`config.mk`:
```
export PLATFORM = sky130hd
export DESIGN_NAME = dfd_trace_funnel_ctrl_flat
export DESIGN_NICKNAME = d
export VERILOG_FILES = /design/src/rtl/dfd_trace_funnel_ctrl_if.sv /design/src/rtl/dfd_trace_funnel_ctrl.sv /design/src/flat_wrapper.sv
export SDC_FILE = /design/constraint.sdc
export NUM_CORES = 2
export LEC_CHECK = 0
export BUFFER_PORTS_ARGS = -buffer_cell sky130_fd_sc_hd__buf_4
export CAP_MARGIN = 30
export CORE_MARGIN = 4
export CORE_UTILIZATION = 55
export CTS_BUF_LIST = sky130_fd_sc_hd__clkbuf_16
export DETAILED_ROUTE_END_ITERATION = 8
export PLACE_DENSITY_LB_ADDON = 0.15
export RECOVER_POWER = 100
export SLEW_MARGIN = 20
export SYNTH_ARGS = -nofsm -noshare
export SYNTH_HDL_FRONTEND = slang
export SYNTH_SLANG_ARGS = --single-unit
```
`constraint.sdc`:
```
create_clock -name clk -period 11.3 [get_ports clk]
set_input_delay 0.565 -clock clk [delete_from_list [all_inputs] [get_ports clk]]
set_output_delay 0.565 -clock clk [all_outputs]
set_load 0.01 [all_outputs]
```
`src/rtl/dfd_trace_funnel_ctrl_if.sv`:
```
// Trace funnel bundle: North/South branch inputs, broadcast controls back
// into the hop chain, and the single valid/ready trace sink.
interface dfd_trace_funnel_ctrl_if #(
   parameter int unsigned NUM_CORES  = 8,
   parameter int unsigned DATA_WIDTH = 128
);
   localparam int unsigned NP = NUM_CORES >> 1;
   localparam int unsigned CW = $clog2(NUM_CORES);

   logic [NP-1:0]         TN_TR_North_Vld;
   logic                  TN_TR_North_Src;
   logic [DATA_WIDTH-1:0] TN_TR_North_Data;
   logic [NP-1:0]         TN_TR_South_Vld;
   logic                  TN_TR_South_Src;
   logic [DATA_WIDTH-1:0] TN_TR_South_Data;
   logic                  TN_TR_Ntrace_Bp;
   logic                  TN_TR_Dst_Bp;
   logic                  TN_TR_Ntrace_Flush;
   logic                  TN_TR_Dst_Flush;
   logic [NUM_CORES-1:0]  TN_TR_Enabled_Srcs;
   logic                  TR_Out_Vld;
   logic                  TR_Out_Rdy;
   logic                  TR_Out_Src;
   logic [CW-1:0]         TR_Out_Core;
   logic [DATA_WIDTH-1:0] TR_Out_Data;

   // Funnel side
   modport slave (
      input  TN_TR_North_Vld, TN_TR_North_Src, TN_TR_North_Data,
      input  TN_TR_South_Vld, TN_TR_South_Src, TN_TR_South_Data,
      input  TR_Out_Rdy,
      output TN_TR_Ntrace_Bp, TN_TR_Dst_Bp, TN_TR_Ntrace_Flush, TN_TR_Dst_Flush,
      output TN_TR_Enabled_Srcs,
      output TR_Out_Vld, TR_Out_Src, TR_Out_Core, TR_Out_Data
   );

   // Hop chain / sink side
   modport master (
      output TN_TR_North_Vld, TN_TR_North_Src, TN_TR_North_Data,
      output TN_TR_South_Vld, TN_TR_South_Src, TN_TR_South_Data,
      output TR_Out_Rdy,
      input  TN_TR_Ntrace_Bp, TN_TR_Dst_Bp, TN_TR_Ntrace_Flush, TN_TR_Dst_Flush,
      input  TN_TR_Enabled_Srcs,
      input  TR_Out_Vld, TR_Out_Src, TR_Out_Core, TR_Out_Data
   );
endinterface

```
`src/rtl/dfd_trace_funnel_ctrl.sv`:
```
// Trace funnel controller: per-branch FIFOs, round-robin merge onto one
// trace sink, backpressure/flush broadcast and sticky error flags.
module dfd_trace_funnel_ctrl #(
   parameter int unsigned NUM_CORES           = 8,
   parameter int unsigned DATA_WIDTH_IN_BYTES = 16,
   parameter int unsigned FIFO_DEPTH          = 8,
   parameter int unsigned NTRACE_BP_FREE      = 5,
   parameter int unsigned DST_BP_FREE         = 3,
   parameter int unsigned FLUSH_HOLD_CYCLES   = 8
) (
   input  logic                   clk,
   input  logic                   reset_n,
   dfd_trace_funnel_ctrl_if.slave tn,
   input  logic [NUM_CORES-1:0]   Cfg_Enabled_Srcs,
   input  logic                   Cfg_Flush_Req,
   input  logic [1:0]             Cfg_Flush_Src,
   output logic                   Flush_Done,
   output logic                   Err_Ovf,
   output logic                   Err_Multihot
);
   localparam int unsigned DATA_WIDTH        = DATA_WIDTH_IN_BYTES * 8;
   localparam int unsigned NUM_CORES_IN_PATH = NUM_CORES >> 1;
   localparam int unsigned CW                = $clog2(NUM_CORES);
   localparam int unsigned EW                = 1 + CW + DATA_WIDTH;
   localparam int unsigned PW                = $clog2(FIFO_DEPTH);
   localparam int unsigned CNTW              = PW + 1;
   localparam int unsigned FLW               = $clog2(FLUSH_HOLD_CYCLES + 1);

   typedef enum logic [1:0] {FL_IDLE, FL_HOLD, FL_DRAIN, FL_DONE} flush_state_e;

   function automatic int unsigned lowest_idx(input logic [NUM_CORES_IN_PATH-1:0] v);
      lowest_idx = 0;
      for (int unsigned i = NUM_CORES_IN_PATH; i > 0; i--)
         if (v[i-1]) lowest_idx = i - 1;
   endfunction

   logic [1:0]           in_vld, in_mhot, push, pop, head_vld;
   logic [1:0][EW-1:0]   in_entry, head;
   logic [1:0][CNTW-1:0] cnt_q, cnt_d;
   logic [1:0][PW-1:0]   wr_ptr_q, wr_ptr_d, rd_ptr_q, rd_ptr_d;
   logic [EW-1:0]        mem_q [2][FIFO_DEPTH];
   logic                 rr_q, rr_d, sel, out_load;
   logic                 out_vld_q, out_vld_d;
   logic [EW-1:0]        out_q, out_d;
   logic [CNTW-1:0]      max_cnt, free;
   logic                 ntrace_bp_q, dst_bp_q, ovf_q, mhot_q;
   logic [NUM_CORES-1:0] enabled_q;
   flush_state_e         state_q, state_d;
   logic [FLW-1:0]       fcnt_q, fcnt_d;
   logic [1:0]           fsel_q, fsel_d, flush_q, flush_d;
   logic                 all_empty;

   // Decode each branch beat into a FIFO entry {src, core, data}
   always_comb begin
      in_vld[0]   = |tn.TN_TR_North_Vld;
      in_vld[1]   = |tn.TN_TR_South_Vld;
      in_mhot[0]  = (tn.TN_TR_North_Vld & (tn.TN_TR_North_Vld - NUM_CORES_IN_PATH'(1))) != '0;
      in_mhot[1]  = (tn.TN_TR_South_Vld & (tn.TN_TR_South_Vld - NUM_CORES_IN_PATH'(1))) != '0;
      in_entry[0] = {tn.TN_TR_North_Src, CW'(2 * lowest_idx(tn.TN_TR_North_Vld)),
                     tn.TN_TR_North_Data};
      in_entry[1] = {tn.TN_TR_South_Src, CW'(2 * lowest_idx(tn.TN_TR_South_Vld) + 1),
                     tn.TN_TR_South_Data};
   end

   // Round-robin pick between FIFO heads, output stage load, FIFO pointer/count update
   always_comb begin
      out_load  = !out_vld_q || tn.TR_Out_Rdy;
      for (int unsigned b = 0; b < 2; b++) begin
         head_vld[b] = cnt_q[b] != '0;
         head[b]     = mem_q[b][rd_ptr_q[b]];
      end
      sel       = (&head_vld) ? rr_q : head_vld[1];
      rr_d      = (out_load && (&head_vld)) ? !rr_q : rr_q;
      out_vld_d = out_vld_q;
      out_d     = out_q;
      if (out_load) begin
         out_vld_d = |head_vld;
         if (|head_vld) out_d = head[sel];
      end
      for (int unsigned b = 0; b < 2; b++) begin
         pop[b]      = out_load && head_vld[b] && (sel == 1'(b));
         push[b]     = in_vld[b] && ((cnt_q[b] < CNTW'(FIFO_DEPTH)) || pop[b]);
         cnt_d[b]    = cnt_q[b] + CNTW'(push[b]) - CNTW'(pop[b]);
         wr_ptr_d[b] = push[b] ? wr_ptr_q[b] + PW'(1) : wr_ptr_q[b];
         rd_ptr_d[b] = pop[b] ? rd_ptr_q[b] + PW'(1) : rd_ptr_q[b];
      end
   end

   // Free space of the fuller branch drives both backpressure levels
   always_comb begin
      max_cnt   = (cnt_q[0] > cnt_q[1]) ? cnt_q[0] : cnt_q[1];
      free      = CNTW'(FIFO_DEPTH) - max_cnt;
      all_empty = (cnt_q == '0) && !out_vld_q;
   end

   // Flush FSM; the hold counter leaves HOLD on the cycle it reaches zero so
   // the flush outputs stay high for exactly FLUSH_HOLD_CYCLES cycles
   always_comb begin
      state_d = state_q;
      fcnt_d  = fcnt_q;
      fsel_d  = fsel_q;
      unique case (state_q)
         FL_IDLE: begin
            if (Cfg_Flush_Req && (Cfg_Flush_Src != 2'b00)) begin
               fsel_d  = Cfg_Flush_Src;
               fcnt_d  = FLW'(FLUSH_HOLD_CYCLES);
               state_d = FL_HOLD;
            end
         end
         FL_HOLD: begin
            fcnt_d = fcnt_q - FLW'(1);
            if (fcnt_d == '0) state_d = FL_DRAIN;
         end
         FL_DRAIN: if (all_empty) state_d = FL_DONE;
         FL_DONE:  state_d = FL_IDLE;
         default:  state_d = FL_IDLE;
      endcase
      flush_d = (state_d == FL_HOLD) ? fsel_d : 2'b00;
   end

   // FIFO bookkeeping, output stage and arbiter pointer
   always_ff @(posedge clk or negedge reset_n) begin
      if (!reset_n) begin
         cnt_q     <= '0;
         wr_ptr_q  <= '0;
         rd_ptr_q  <= '0;
         out_vld_q <= 1'b0;
         out_q     <= '0;
         rr_q      <= 1'b0;
      end else begin
         cnt_q     <= cnt_d;
         wr_ptr_q  <= wr_ptr_d;
         rd_ptr_q  <= rd_ptr_d;
         out_vld_q <= out_vld_d;
         out_q     <= out_d;
         rr_q      <= rr_d;
      end
   end

   // FIFO storage, written on accepted pushes only
   always_ff @(posedge clk) begin
      for (int unsigned b = 0; b < 2; b++)
         if (push[b]) mem_q[b][wr_ptr_q[b]] <= in_entry[b];
   end

   // Flush state, backpressure, enabled-source copy and sticky errors
   always_ff @(posedge clk or negedge reset_n) begin
      if (!reset_n) begin
         state_q     <= FL_IDLE;
         fcnt_q      <= '0;
         fsel_q      <= '0;
         flush_q     <= '0;
         ntrace_bp_q <= 1'b0;
         dst_bp_q    <= 1'b0;
         enabled_q   <= '0;
         ovf_q       <= 1'b0;
         mhot_q      <= 1'b0;
      end else begin
         state_q     <= state_d;
         fcnt_q      <= fcnt_d;
         fsel_q      <= fsel_d;
         flush_q     <= flush_d;
         ntrace_bp_q <= (free <= CNTW'(NTRACE_BP_FREE)) || (state_q != FL_IDLE);
         dst_bp_q    <= free <= CNTW'(DST_BP_FREE);
         enabled_q   <= Cfg_Enabled_Srcs;
         ovf_q       <= ovf_q || (|(in_vld & ~push));
         mhot_q      <= mhot_q || (|(in_vld & in_mhot));
      end
   end

   assign tn.TN_TR_Ntrace_Bp    = ntrace_bp_q;
   assign tn.TN_TR_Dst_Bp       = dst_bp_q;
   assign tn.TN_TR_Ntrace_Flush = flush_q[0];
   assign tn.TN_TR_Dst_Flush    = flush_q[1];
   assign tn.TN_TR_Enabled_Srcs = enabled_q;
   assign tn.TR_Out_Vld         = out_vld_q;
   assign tn.TR_Out_Src         = out_q[EW-1];
   assign tn.TR_Out_Core        = out_q[EW-2 -: CW];
   assign tn.TR_Out_Data        = out_q[DATA_WIDTH-1:0];
   assign Flush_Done            = (state_q == FL_DONE);
   assign Err_Ovf               = ovf_q;
   assign Err_Multihot          = mhot_q;
endmodule

```
`src/flat_wrapper.sv`:
```
// flat-port wrapper written by rule: the top's interface ports become plain ports
module dfd_trace_funnel_ctrl_flat 
#(
   parameter int unsigned NUM_CORES           = 8,
   parameter int unsigned DATA_WIDTH_IN_BYTES = 16,
   parameter int unsigned FIFO_DEPTH          = 8,
   parameter int unsigned NTRACE_BP_FREE      = 5,
   parameter int unsigned DST_BP_FREE         = 3,
   parameter int unsigned FLUSH_HOLD_CYCLES   = 8
)
  (clk, reset_n, Cfg_Enabled_Srcs, Cfg_Flush_Req, Cfg_Flush_Src, Flush_Done, Err_Ovf, Err_Multihot, tn_TN_TR_North_Vld, tn_TN_TR_North_Src, tn_TN_TR_North_Data, tn_TN_TR_South_Vld, tn_TN_TR_South_Src, tn_TN_TR_South_Data, tn_TR_Out_Rdy, tn_TN_TR_Ntrace_Bp, tn_TN_TR_Dst_Bp, tn_TN_TR_Ntrace_Flush, tn_TN_TR_Dst_Flush, tn_TN_TR_Enabled_Srcs, tn_TR_Out_Vld, tn_TR_Out_Src, tn_TR_Out_Core, tn_TR_Out_Data);
  dfd_trace_funnel_ctrl_if #(.NUM_CORES(NUM_CORES), .DATA_WIDTH(128)) tn_i ();
  input  logic clk;
  input  logic reset_n;
  input  logic [NUM_CORES-1:0] Cfg_Enabled_Srcs;
  input  logic Cfg_Flush_Req;
  input  logic [1:0] Cfg_Flush_Src;
  output logic Flush_Done;
  output logic Err_Ovf;
  output logic Err_Multihot;
  input wire logic [$bits(tn_i.TN_TR_North_Vld)-1:0] tn_TN_TR_North_Vld;
  input wire logic [$bits(tn_i.TN_TR_North_Src)-1:0] tn_TN_TR_North_Src;
  input wire logic [$bits(tn_i.TN_TR_North_Data)-1:0] tn_TN_TR_North_Data;
  input wire logic [$bits(tn_i.TN_TR_South_Vld)-1:0] tn_TN_TR_South_Vld;
  input wire logic [$bits(tn_i.TN_TR_South_Src)-1:0] tn_TN_TR_South_Src;
  input wire logic [$bits(tn_i.TN_TR_South_Data)-1:0] tn_TN_TR_South_Data;
  input wire logic [$bits(tn_i.TR_Out_Rdy)-1:0] tn_TR_Out_Rdy;
  output wire logic [$bits(tn_i.TN_TR_Ntrace_Bp)-1:0] tn_TN_TR_Ntrace_Bp;
  output wire logic [$bits(tn_i.TN_TR_Dst_Bp)-1:0] tn_TN_TR_Dst_Bp;
  output wire logic [$bits(tn_i.TN_TR_Ntrace_Flush)-1:0] tn_TN_TR_Ntrace_Flush;
  output wire logic [$bits(tn_i.TN_TR_Dst_Flush)-1:0] tn_TN_TR_Dst_Flush;
  output wire logic [$bits(tn_i.TN_TR_Enabled_Srcs)-1:0] tn_TN_TR_Enabled_Srcs;
  output wire logic [$bits(tn_i.TR_Out_Vld)-1:0] tn_TR_Out_Vld;
  output wire logic [$bits(tn_i.TR_Out_Src)-1:0] tn_TR_Out_Src;
  output wire logic [$bits(tn_i.TR_Out_Core)-1:0] tn_TR_Out_Core;
  output wire logic [$bits(tn_i.TR_Out_Data)-1:0] tn_TR_Out_Data;
  assign tn_i.TN_TR_North_Vld = tn_TN_TR_North_Vld;
  assign tn_i.TN_TR_North_Src = tn_TN_TR_North_Src;
  assign tn_i.TN_TR_North_Data = tn_TN_TR_North_Data;
  assign tn_i.TN_TR_South_Vld = tn_TN_TR_South_Vld;
  assign tn_i.TN_TR_South_Src = tn_TN_TR_South_Src;
  assign tn_i.TN_TR_South_Data = tn_TN_TR_South_Data;
  assign tn_i.TR_Out_Rdy = tn_TR_Out_Rdy;
  assign tn_TN_TR_Ntrace_Bp = tn_i.TN_TR_Ntrace_Bp;
  assign tn_TN_TR_Dst_Bp = tn_i.TN_TR_Dst_Bp;
  assign tn_TN_TR_Ntrace_Flush = tn_i.TN_TR_Ntrace_Flush;
  assign tn_TN_TR_Dst_Flush = tn_i.TN_TR_Dst_Flush;
  assign tn_TN_TR_Enabled_Srcs = tn_i.TN_TR_Enabled_Srcs;
  assign tn_TR_Out_Vld = tn_i.TR_Out_Vld;
  assign tn_TR_Out_Src = tn_i.TR_Out_Src;
  assign tn_TR_Out_Core = tn_i.TR_Out_Core;
  assign tn_TR_Out_Data = tn_i.TR_Out_Data;
  dfd_trace_funnel_ctrl #(.NUM_CORES(NUM_CORES), .DATA_WIDTH_IN_BYTES(DATA_WIDTH_IN_BYTES), .FIFO_DEPTH(FIFO_DEPTH), .NTRACE_BP_FREE(NTRACE_BP_FREE), .DST_BP_FREE(DST_BP_FREE), .FLUSH_HOLD_CYCLES(FLUSH_HOLD_CYCLES)) u_core (.clk(clk), .reset_n(reset_n), .tn(tn_i), .Cfg_Enabled_Srcs(Cfg_Enabled_Srcs), .Cfg_Flush_Req(Cfg_Flush_Req), .Cfg_Flush_Src(Cfg_Flush_Src), .Flush_Done(Flush_Done), .Err_Ovf(Err_Ovf), .Err_Multihot(Err_Multihot));
endmodule
```
==> qor.csv <==
stage;metric;value;unit
clocking;register_clock_pin_slew_on_the_reported_worst_setup_and_hold_paths;60;ps
sta;maximum_clock_frequency;130;MHz
global_route;grt_pass1_vias;41300;
cells_and_area;final_net_count;4813;
pwr;worst_ir_drop_vdd;0.211;mV
global_route;grt_pass1_wl;299000;um
logic_synthesis;synth_largest_area_cell;edfxtp_1;
run;max-cap-violations;34;
floorplanning;dieWidth;403;um
cells_and_area;fillCellCount;10500;
routing;routed_wirelength_normalized_by_instance_count;30.6;um
pwr;total_power;27.3;mW
setup_path;timing.critical_path.from;u_core.cnt_q[6]$_DFF_PN0_;
floorplanning;core;155000;um2
logic_synthesis;yosysWarningCount;0;
outcome;result_of_the_run;finished with violations;
logic_synthesis;syn_nets;4022;
pwr;power.internal;18.6;mW
logic_synthesis;synth_largest_type_area_fraction;0.732;
clocking;tritoncts;yes;
global_route;grt_util_met1;0.405;
logic_synthesis;synth-async-reset-ratio;0.0772;
clocking;post_cts_resized;0;
setup_path;cp-end-kind;register;
sta;slew_headroom;-2.74;
placement;dp_hpwl;121000;um
routing;dr_total_vias;41700;
logic_synthesis;synth.area.mux_share;0.171;
cells_and_area;final-instance-count-excl-fill;6782;
logic_synthesis;synth-compound-area-share;0.0226;
global_route;grt-busiest-layer;met1;
sta;layout_min_cycle_time;7700;ps
floorplanning;initial_core_util;0.556;
logic_synthesis;mappedNetlistArea;86000;um2
routing;first_pass_iters;6;
sta;timing.final.max_slew_violations;1798;
pwr;power_share_of_the_clock_group;0.254;
clocking;clockRootBuffer;clkbuf_16;
logic_synthesis;synthXorXnorAreaFrac;0.00143;
sta;setup-tns-final;0;ps
logic_synthesis;syn-mean-instance-area;23.1;um2
cells_and_area;register_cell_area_after_layout;67500;um2
logic_synthesis;yosys.area_share.simple;0.00525;
sta;final_hold_viol_count;0;
logic_synthesis;synthAdderAreaFrac;0.00349;
sta;post-route-worst-setup-slack;3600;ps
global_route;groute.layer.met3.usage;0.0642;
floorplanning;floorplan.die.height;403;um
setup_path;timing.setup.critical_path_class;reg2reg;
global_route;grt_max_degree;147;
sta;timing.final.setup_violations;0;
pwr;power.density;274;nW/um2
routing;drc_errors;0;
sta;timing.clock.skew;17.8;ps
pwr;pwr-share-comb;0.300;
logic_synthesis;ffs_latches_synth;2280;
setup_path;r2r-start;u_core.cnt_q[6]$_DFF_PN0_;
logic_synthesis;main_combinational_cell_family_by_area_after_synthesis;multiplexers;
global_route;number_of_antenna_violations_at_the_first_check_in_global_routing;55;
cells_and_area;layout-drive-gt1-share;0.219;
floorplanning;rows;144;
cells_and_area;finalCoreUtilization;0.643;
logic_synthesis;ys_seq_area_frac;0.785;
pwr;sw_frac_of_total;0.318;
floorplanning;io_pins;428;
routing;postRouteAntennaNets;0;
clocking;clock_latency;830;ps
pwr;leakage;32.5;nW
outcome;failing_checks;max-capacitance violations, max-slew violations;
global_route;globalRoute.totalOverflow;0;
sta;hold-worst-slack;76.2;ps
clocking;numClockSinks;2280;
sta;grt_setup_unrepaired;false;
global_route;grt.met2_usage;0.367;
min_path;hp-class;in2reg;
clocking;cts_inserted_buffers;219;
placement;portBuffers;427;
cells_and_area;area_delta_synth_final;15.8;%
pwr;sequentialPowerShare;0.447;
setup_path;crit_path_max_fanout;44;
clocking;clock_path_buffers;3;
sta;worst_max_slew_pin_slew;5610;ps
setup_path;critPathArrivalTime;8060;ps
cells_and_area;final_design_area_no_fill;99600;um2
min_path;hold_path_startpoint;tn_TN_TR_North_Vld[1];
logic_synthesis;synth_cells;3720;
placement;gp_congestion;0.783;
sta;timing.final.crit_share;0.682;
routing;via_per_inst;6.15;
pwr;total_switching_power;8.67;mW
logic_synthesis;largest_cells_by_area_after_synthesis;edfxtp_1 73%, mux4_2 14%, dfrtp_1 5.1%;
placement;dpl_cell_area;91700;um2
logic_synthesis;synth_ff_type;edfxtp_1;
routing;drtIter0Drc;5001;
placement;dp_slack;6470;ps
setup_path;worstPathRequired;11660;ps
cells_and_area;multi_input_logic_area;17500;um2
setup_path;cp-start-kind;register;
logic_synthesis;synth_cell_type_count;53;
clocking;postCtsHoldBufs;270;
routing;drt-total-wl;207000;um
clocking;count_of_buffers_added_by_post_cts_timing_repair_for_setup;0;
clocking;ctsHtreeMaxLevel;4;
global_route;global_route.usage.total;0.255;
logic_synthesis;synth-edff-count;2096;
placement;dpl.cell_count;6059;
floorplanning;die-area;163000;um2
-- kinds of logic after synthesis --
kind of cell	count (synthesis)
flip-flops	2280
multiplexers	793
AO/OA/AOI/OAI	304
buffers and inverters	215
AND/OR/NAND/NOR	91
adder cells (fa/ha/maj)	23
XOR/XNOR	14
-- synth_stat cells (2+ instances only) --
cell type,count
buf_4,10
nor2_1,22
mux2i_1,133
fa_1,2
or3_1,2
buf_1,19
dfxtp_1,8
xnor2_1,10
ha_1,20
inv_1,22
buf_6,8
a21oi_1,11
dfrtp_1,176
mux2_2,133
nand3_1,2
a22o_1,2
nor3_1,15
inv_2,2
o21ai_1,76
nand2b_1,8
a22oi_1,130
o21bai_1,5
a21oi_4,2
o21ai_0,66
nand4_1,2
nor4_1,3
edfxtp_1,2096
buf_2,63
nor2b_1,3
mux4_2,526
or2_1,3
xor2_1,4
a21o_1,3
clkbuf_1,91
nand2_1,24
-- final timing paths --
kind	end	slack (ps)	depth (start not counted)
worst max-delay path	u_core.mem_q[0][56]$_DFFE_PP_	3600	9
worst min-delay path	u_core.Err_Multihot$_DFF_PN0_	80	3
worst max register to register	u_core.mem_q[0][56]$_DFFE_PP_	3600	9
worst min register to register	u_core.mem_q[0][1316]$_DFF_P_	440	1
max in group asynchronous	u_core.rd_ptr_q[4]$_DFFE_PN0P_	4710	3
min in group asynchronous	u_core.out_q[56]$_DFFE_PN0P_	2350	2
-- metal layers --
layer / vias up / part of all wire
li1: 17300 / -
met1: 22400 / 0.44
met2: 1721 / 0.45
met3: 262 / 0.092
met4: 18 / 0.018
met5: - / 0.00056
-- area by class of cell --
| type | instances | share of cell area |
|---|---|---|
| flip-flops and latches | 2280 | 0.678 |
| repair buffers | 761 | 0.0499 |
| clock inverters | 194 | 0.0131 |
| clock buffers | 222 | 0.0558 |
| inverters | 24 | 0.000917 |
| diodes | 32 | 0.000804 |
| multi-input cells | 1225 | 0.176 |
| well taps | 2044 | 0.0257 |
-- registers in the layout (all words and copies together), names as in the netlist --
register,cells
u_core.Err_Multihot,1
u_core.Err_Ovf,1
u_core.cnt_q,8
u_core.fcnt_q,4
u_core.flush_q,2
u_core.fsel_q,2
u_core.mem_q,2104
u_core.out_q,132
u_core.rd_ptr_q,6
u_core.rr_q,1
u_core.state_q,2
u_core.tn.TN_TR_Dst_Bp,1
u_core.tn.TN_TR_Enabled_Srcs,8
u_core.tn.TN_TR_Ntrace_Bp,1
u_core.tn.TR_Out_Vld,1
u_core.wr_ptr_q,6
-- power by group through the flow --
stage                     Sequential, mW  Clock (mW)  Combinational, mW
after detailed placement            12.2           0               8.43
after floorplan                     12.3           0               5.17
final                               12.2        6.91               8.17
after global placement              12.2           0               8.33
after CTS                           12.0        7.04               8.54
after global routing                12.3        7.41               8.72
-- cells in the final DEF, fill, tap and decap left out, types with 93 or more instances in the layout --
cell type and n:
mux4_2 526, o21ai_0 141, clkbuf_16 222, edfxtp_1 2096
mux2_2 133, mux2i_1 133, inv_1 93, dfrtp_1 171
clkbuf_1 428, a22oi_1 130, dlygate4sd3_1 270
-- worst max-delay path, cell delays in order (launching register included) --
cell and delay (ps):
dfrtp_1 370, inv_1 140, ha_1 180, or3b_1 400, a211o_1 410, a21oi_1 500, nand2_1 310, nor2_4 170
clkbuf_1 2300, clkbuf_1 2400
Note: power is estimated with default switching activity, not from simulation.
